**config.mk**
```make
export PLATFORM = sky130hd
export DESIGN_NAME = share_arb_ctrl
export DESIGN_NICKNAME = d
export VERILOG_FILES = /design/src/rtl/share_arb_pkg.sv /design/src/rtl/share_arb_rr.sv /design/src/rtl/share_arb_ctrl.sv
export SDC_FILE = /design/constraint.sdc
export NUM_CORES = 1
export LEC_CHECK = 0
export ABC_AREA = 1
export BUFFER_PORTS_ARGS = -buffer_cell sky130_fd_sc_hd__buf_2
export CAP_MARGIN = 20
export CORE_MARGIN = 3
export CORE_UTILIZATION = 38
export DETAILED_ROUTE_END_ITERATION = 12
export PLACE_DENSITY = 0.79
export SYNTH_ARGS = -nofsm -noshare
export SYNTH_HDL_FRONTEND = slang
export SYNTH_SLANG_ARGS = --single-unit
```
**constraint.sdc**
```tcl
create_clock -name clk -period 1.8 [get_ports clk]
set_input_delay 0.54 -clock clk [delete_from_list [all_inputs] [get_ports clk]]
set_output_delay 0.54 -clock clk [all_outputs]
set_load 0.02 [all_outputs]
```
**src/rtl/share_arb_pkg.sv**
```systemverilog
// share_arb_pkg: shared types and helpers for the shared-unit arbiter.
// The tag struct carries {valid, id} down the fixed-latency tag pipeline.
package share_arb_pkg;

  // Storage width of a tag id. Each instance uses only the values 0..NREQ-1,
  // so this supports NREQ up to 256.
  localparam int TAG_ID_W = 8;

  // Width needed to hold a requester index (never less than one bit).
  function automatic int id_width(input int nreq);
    return (nreq > 1) ? $clog2(nreq) : 1;
  endfunction

  typedef struct packed {
    logic                valid;
    logic [TAG_ID_W-1:0] id;
  } tag_t;

endpackage

```
**src/rtl/share_arb_rr.sv**
```systemverilog
// share_arb_rr: round-robin picker. It grants the first eligible index at
// or after i_ptr, wrapping modulo NREQ. The output is one-hot, or zero when
// no index is eligible.
module share_arb_rr
  import share_arb_pkg::*;
#(
  parameter int NREQ = 4,
  parameter int IDW  = id_width(NREQ)
) (
  input  logic [NREQ-1:0] i_elig,
  input  logic [IDW-1:0]  i_ptr,
  output logic [NREQ-1:0] o_grant
);

  logic [NREQ-1:0] w_mask;     // indices at or after the pointer
  logic [NREQ-1:0] w_hi;       // eligible indices at or after the pointer
  logic [NREQ-1:0] w_hi_pick;
  logic [NREQ-1:0] w_lo_pick;

  genvar gi;
  generate
    for (gi = 0; gi < NREQ; gi++) begin : g_mask
      assign w_mask[gi] = (gi >= int'(i_ptr));
    end
  endgenerate

  assign w_hi = i_elig & w_mask;

  // Isolate the lowest set bit. If nothing is eligible at or after the
  // pointer, wrap around and take the lowest eligible index overall.
  assign w_hi_pick = w_hi & (~w_hi + NREQ'(1));
  assign w_lo_pick = i_elig & (~i_elig + NREQ'(1));
  assign o_grant   = (|w_hi) ? w_hi_pick : w_lo_pick;

endmodule

```
**src/rtl/share_arb_ctrl.sv**
```systemverilog
// share_arb_ctrl: arbitrates NREQ requesters onto one shared pipelined unit
// with a fixed latency of DEPTH cycles. A tag pipeline routes each result
// back to the requester that issued it. Each requester may have at most
// MAX_OUT operations in flight.
// Optional feature: define SHARE_ARB_CTRL_STATS_EN to add a 16-bit wrapping
// issue counter output, issue_count.
module share_arb_ctrl
  import share_arb_pkg::*;
#(
  parameter int WIDTH   = 6,
  parameter int DEPTH   = 2,
  parameter int NREQ    = 4,
  parameter int MAX_OUT = 2
) (
  input  logic                  clk,
  input  logic                  rst_n,
  input  logic [NREQ-1:0]       req_valid,
  output logic [NREQ-1:0]       req_ready,
  input  logic [NREQ*WIDTH-1:0] req_a,
  input  logic [NREQ*WIDTH-1:0] req_b,
  output logic [WIDTH-1:0]      unit_in0,
  output logic [WIDTH-1:0]      unit_in1,
  input  logic [WIDTH-1:0]      unit_out0,
  output logic [NREQ-1:0]       rsp_valid,
  output logic [WIDTH-1:0]      rsp_data,
  input  logic                  drain,
`ifdef SHARE_ARB_CTRL_STATS_EN
  output logic [15:0]           issue_count,
`endif
  output logic                  idle
);

  localparam int IDW  = id_width(NREQ);
  localparam int CNTW = $clog2(MAX_OUT + 1);

  logic [IDW-1:0]  r_rr_ptr;
  logic [CNTW-1:0] r_outstanding [NREQ];
  tag_t            r_tag [DEPTH];

  logic [NREQ-1:0]  w_elig;
  logic [NREQ-1:0]  w_grant;
  logic             w_issue;
  logic [IDW-1:0]   w_idx_chain [NREQ+1];
  logic [WIDTH-1:0] w_a_chain   [NREQ+1];
  logic [WIDTH-1:0] w_b_chain   [NREQ+1];
  logic [IDW-1:0]   w_grant_idx;
  logic [DEPTH-1:0] w_stage_valid;
  tag_t             w_tag_in;
  tag_t             w_tail;

  genvar gi;

  // Eligibility: requesting, below the in-flight limit, and not draining.
  generate
    for (gi = 0; gi < NREQ; gi++) begin : g_elig
      assign w_elig[gi] = req_valid[gi] & (r_outstanding[gi] < CNTW'(MAX_OUT)) & ~drain;
    end
  endgenerate

  share_arb_rr #(
    .NREQ (NREQ),
    .IDW  (IDW)
  ) u_rr (
    .i_elig  (w_elig),
    .i_ptr   (r_rr_ptr),
    .o_grant (w_grant)
  );

  // The grant is held off combinationally while reset is asserted, so no
  // requester sees a handshake during reset even if req_valid is high.
  assign req_ready = rst_n ? w_grant : '0;
  assign w_issue   = |(req_valid & req_ready);

  // Because the grant is one-hot, OR chains act as the index encoder and
  // the operand mux. With no grant, everything collapses to zero.
  assign w_idx_chain[0] = '0;
  assign w_a_chain[0]   = '0;
  assign w_b_chain[0]   = '0;
  generate
    for (gi = 0; gi < NREQ; gi++) begin : g_mux
      assign w_idx_chain[gi+1] = w_idx_chain[gi] | (req_ready[gi] ? IDW'(gi) : '0);
      assign w_a_chain[gi+1]   = w_a_chain[gi] | (req_ready[gi] ? req_a[gi*WIDTH +: WIDTH] : '0);
      assign w_b_chain[gi+1]   = w_b_chain[gi] | (req_ready[gi] ? req_b[gi*WIDTH +: WIDTH] : '0);
    end
  endgenerate

  assign w_grant_idx = w_idx_chain[NREQ];
  assign unit_in0    = w_a_chain[NREQ];
  assign unit_in1    = w_b_chain[NREQ];

  // Tag entering the pipeline; the id is forced to zero when nothing issues.
  always_comb begin
    w_tag_in       = '0;
    w_tag_in.valid = w_issue;
    if (w_issue) begin
      w_tag_in.id = TAG_ID_W'(w_grant_idx);
    end
  end

  // Tag pipeline stages; stage DEPTH-1 lines up with unit_out0.
  generate
    for (gi = 0; gi < DEPTH; gi++) begin : g_tag
      if (gi == 0) begin : g_head
        // Capture the issued tag.
        always_ff @(posedge clk or negedge rst_n) begin
          if (!rst_n) r_tag[gi] <= '0;
          else        r_tag[gi] <= w_tag_in;
        end
      end else begin : g_body
        // Shift the tag one stage toward the output.
        always_ff @(posedge clk or negedge rst_n) begin
          if (!rst_n) r_tag[gi] <= '0;
          else        r_tag[gi] <= r_tag[gi-1];
        end
      end
      assign w_stage_valid[gi] = r_tag[gi].valid;
    end
  endgenerate

  assign w_tail   = r_tag[DEPTH-1];
  assign rsp_data = w_tail.valid ? unit_out0 : '0;
  assign idle     = ~|w_stage_valid;

  // Per-requester response strobe and in-flight counter.
  generate
    for (gi = 0; gi < NREQ; gi++) begin : g_req
      assign rsp_valid[gi] = w_tail.valid & (w_tail.id == TAG_ID_W'(gi));

      // Count up on issue and down on retire; both together cancel out.
      always_ff @(posedge clk or negedge rst_n) begin
        if (!rst_n) begin
          r_outstanding[gi] <= '0;
        end else begin
          case ({req_ready[gi] & req_valid[gi], rsp_valid[gi]})
            2'b10:   r_outstanding[gi] <= r_outstanding[gi] + CNTW'(1);
            2'b01:   r_outstanding[gi] <= r_outstanding[gi] - CNTW'(1);
            default: r_outstanding[gi] <= r_outstanding[gi];
          endcase
        end
      end
    end
  endgenerate

  // After an issue, the pointer moves to the index just past the winner.
  always_ff @(posedge clk or negedge rst_n) begin
    if (!rst_n) begin
      r_rr_ptr <= '0;
    end else if (w_issue) begin
      r_rr_ptr <= (w_grant_idx == IDW'(NREQ - 1)) ? '0 : w_grant_idx + IDW'(1);
    end
  end

`ifdef SHARE_ARB_CTRL_STATS_EN
  logic [15:0] r_issue_count;

  // Count issues, wrapping naturally at 16 bits.
  always_ff @(posedge clk or negedge rst_n) begin
    if (!rst_n)       r_issue_count <= '0;
    else if (w_issue) r_issue_count <= r_issue_count + 16'd1;
  end

  assign issue_count = r_issue_count;
`endif

endmodule

```
==> run_results.csv <==
group,metric,value,unit
grt,grt_overflow_total,0,
power_and_ir_drop,leakage,0.00132,uW
detailed_routing,firstDrtPassIters,5,
synth,synth_seq_cells,16,
clock_tree,numCtsBuffers,3,
synth,yosys_most_used_dff,"dfrtp_1",
timing,fin_ws,-0.467,ns
synth,synth-edff-count,0,
worst_setup_path,end_kind,"primary output",
worst_setup_path,cp_max_fo,13,
synth,synth.distinct_cells,25,
synth,syn-num-nets,251,
synth,yosys.area_share.simple,44.4,%
clock_tree,cts_max_path_buffers,2,
timing,drv_slew,0,
detailed_routing,drc,0,
worst_setup_path,rr_startpoint,"r_rr_ptr[0]",
die,placeableCoreArea,3390,sq um
power_and_ir_drop,power_frac_comb,18.2,%
power_and_ir_drop,p_sw_share,24.9,%
finish,n_antenna_cell,0,
finish,area_growth,81.0,%
run_status,run_status,"complete, but fails checks",
timing,fin_setup_tns,-7.17,ns
hold_path,hold_path.class,"in2async",
synth,yosysWarnings,0,
power_and_ir_drop,seqPwrFrac,49.3,%
synth,ys_top_cells_by_area,"dfrtp_1 29%, nand3_1 15%, nand2_1 8.2%",
worst_setup_path,r2r-end,"r_outstanding[3]",
clock_tree,h-tree-depth,1,
synth,yosysTopAreaCell,"dfrtp_1",
synth,synth-xor-area-share,5.13,%
worst_setup_path,slowest_delay,0.18,ns
worst_setup_path,worst-path-stages,11,
synth,synth_mux_area_share,0,%
clock_tree,cts.sinks,16,
detailed_routing,postRouteAntennaNets,0,
grt,antenna_found_initial,0,
power_and_ir_drop,p_switching,182,uW
power_and_ir_drop,p_per_area,295,nW/um^2
finish,instances_no_fill,348,
timing,timing.fmax,441,MHz
synth,synthCells,186,
clock_tree,cts_root_buffer,"clkbuf_4",
synth,syn_area,1370,sq um
timing,setup_viol_count_final,23,
worst_setup_path,r2r_cells,10,
clock_tree,cts_tree,"built",
grt,grt_usage,22.0,%
clock_tree,cts.reportedPaths.clkPinSlew,0.10,ns
worst_setup_path,path_cells,"buf_2 > inv_6 > nor2_4 > nand3_4 > nand3_4 > inv_4 > nand2_4 > inv_8 > nand2_2 > nand4_1 > buf_4",
synth,async_flop_share,100,%
run_status,violations,"setup timing",
detailed_routing,routed_wl,5.35,mm
worst_setup_path,cp_slowest_cell,"buf_4",
die,fp.dieH,65.9,um
job,maxCapViolations,0,
worst_setup_path,cp_data_arrival_time,1.73,ns
detailed_routing,dr_total_vias,1803,
detailed_routing,wl_per_cell,15.4,um
synth,synth.most_common_cell,"nand3_1",
synth,synth_top_family_by_area,"simple AND/OR/NAND/NOR gates",
worst_setup_path,critPathCapture,"unit_in1[4]",
grt,grt_max_degree,17,
timing,finClkSkew,0.00858,ns
timing,rsz0062_at_grt,"true",
die,boundaryPins,88,
worst_setup_path,crit_family,"simple AND/OR/NAND/NOR gates",
die,dieWidth,65.9,um
die,fp-row-count,21,
timing,finalHoldViolCount,0,
detailed_routing,drt_iter0_markers,94,
timing,finalCritPeriodShare,126,%
grt,grt_pass1_vias,1591,
worst_setup_path,cp_common_cell,"nand3_4",
worst_setup_path,path_class,"in2out",
worst_setup_path,critPathLaunchType,"input port",
clock_tree,cts_hold_buf,0,
synth,ys_seq_area_share,29.3,%
die,initial_core_util,40.3,%
detailed_routing,routed_via_density,5.18,
worst_setup_path,crit_start,"req_valid[1]",
synth,synth-compound-area-share,4.95,%
timing,final.min_clock_period,2.27,ns
finish,drive_gt1_share,64.6,%
synth,post_synth.cell_area_avg,7.34,sq um
grt,grt_pass1_wl,7.45,mm
synth,synth_fa_ha_area_share,3.67,%
worst_setup_path,reg2reg_slack,-0.23,ns
finish,finalNetCount,368,
timing,max-slew-margin-rel,77.8,%
place,portBuffers,87,
finish,fillers,229,
synth,synth_top_area_share,29.3,%
timing,hold_ws,0.304,ns
power_and_ir_drop,peakVddDrop,0.000364,V
place,hpwl,3.41,mm
place,dp_cells,334,
power_and_ir_drop,internal_power,547,uW
place,place.gp.congestion,0.791,
clock_tree,clock_latency,0.29,ns
power_and_ir_drop,p_clk_share,32.6,%
synth,netlist_top_cells_count,"40 x nand3_1, 30 x nand2_1, 26 x inv_1",
die,dieArea,4350,sq um
timing,worst_pin_slew,0.330,ns
worst_setup_path,path_buf_inv,5,
worst_setup_path,required,1.26,ns
-- worst min path at each step --
stage / start / endpoint / slack [ns] / cells past startpoint
2_1_floorplan: rst_n / r_outstanding[0] / 0.24 / 0
3_3_place_gp: r_tag[9] / r_tag[0] / 0.33 / 0
3_5_place_dp: r_tag[9] / r_tag[0] / 0.34 / 0
4_1_cts: rst_n / r_tag[17] / 0.31 / 2
5_1_grt: rst_n / r_tag[17] / 0.30 / 2
6_report: rst_n / r_tag[17] / 0.30 / 2
-- power groups by stage --
stage | clock network (uW) | registers [uW] | logic (uW)
5_1_grt | 264 | 359 | 144
3_3_place_gp | 0 | 366 | 117
3_5_place_dp | 0 | 366 | 118
4_1_cts | 242 | 359 | 125
6_report | 237 | 359 | 133
2_1_floorplan | 0 | 366 | 29.3
-- through the flow --
stage | utilization, % | total power [uW] | instance area [sq um] | setup WS [ns]
2_1_floorplan | - | 396 | 1450 | -0.189
3_3_place_gp | 60.3 | 483 | 2040 | -0.457
3_5_place_dp | 60.3 | 484 | 2040 | -0.473
4_1_cts | 67.4 | 727 | 2290 | -0.429
5_1_grt | 72.9 | 767 | 2470 | -0.539
6_report | 72.9 | 729 | 2470 | -0.467
-- cell type report --
type,instances,area [sq um],share of cell area [%]
Multi-Input combinational cell,131,1050,42.3
Clock buffer,4,36.3,1.47
Timing Repair Buffer,120,791,32.0
Tap cell,46,57.6,2.33
Sequential cell,16,402,16.3
Inverter,31,139,5.62
-- sequential cells by signal (all words and copies together), names as in the netlist --
name,cells
r_outstanding,8
r_tag,6
r_rr_ptr,2
-- routing by layer --
metal,routed length [um],global-route usage (%),up-vias
met4,157,5.58,0
li1,-,-,848
met3,272,5.61,18
met2,2830,35.9,77
met1,2100,28.8,860
met5,0,0,-
-- worst reg2reg max path, delay by kind of cell (launching register included) --
family                   cells  cell delay (ns)
AND/OR/NAND/NOR              5             0.61
flip-flops                   1             0.44
adder cells (fa/ha/maj)      1             0.34
AO/OA/AOI/OAI                2             0.26
XOR/XNOR                     1             0.18
buffers and inverters        1             0.05
-- layout by cell type, fill, tap and decap left out, types with 4 or more instances in the layout --
| master | Yosys | routed |
|---|---|---|
| buf_6 | 1 | 16 |
| dfrtp_1 | 16 | 15 |
| nor2_4 | 4 | 8 |
| buf_4 | 4 | 32 |
| nand3_1 | 40 | 26 |
| xnor2_1 | 4 | 4 |
| inv_4 | 0 | 4 |
| inv_1 | 26 | 17 |
| nand3_2 | 5 | 13 |
| inv_2 | 5 | 8 |
| xor2_1 | 4 | 4 |
| nand4_1 | 14 | 14 |
| nand2_2 | 3 | 13 |
| buf_2 | 2 | 71 |
| nand3_4 | 2 | 8 |
| nand2_1 | 30 | 18 |
-- what timing repair did --
item / CTS / global route
gates cloned: 1 / 0
pin swaps: 25 / 19
setup endpoints to repair: 22 / 26
setup buffers: 3 / 6
resized for setup: 50 / 36
-- logic make-up (layout without fill, tap and decap cells) --
kind of cell / after synthesis / count (layout)
compound gates: 10 / 10
simple gates: 109 / 109
fa+ha+maj: 4 / 4
xor+xnor: 8 / 8
buf+inv: 39 / 155
flops: 16 / 16
Note: power is estimated with default switching activity, not from simulation.
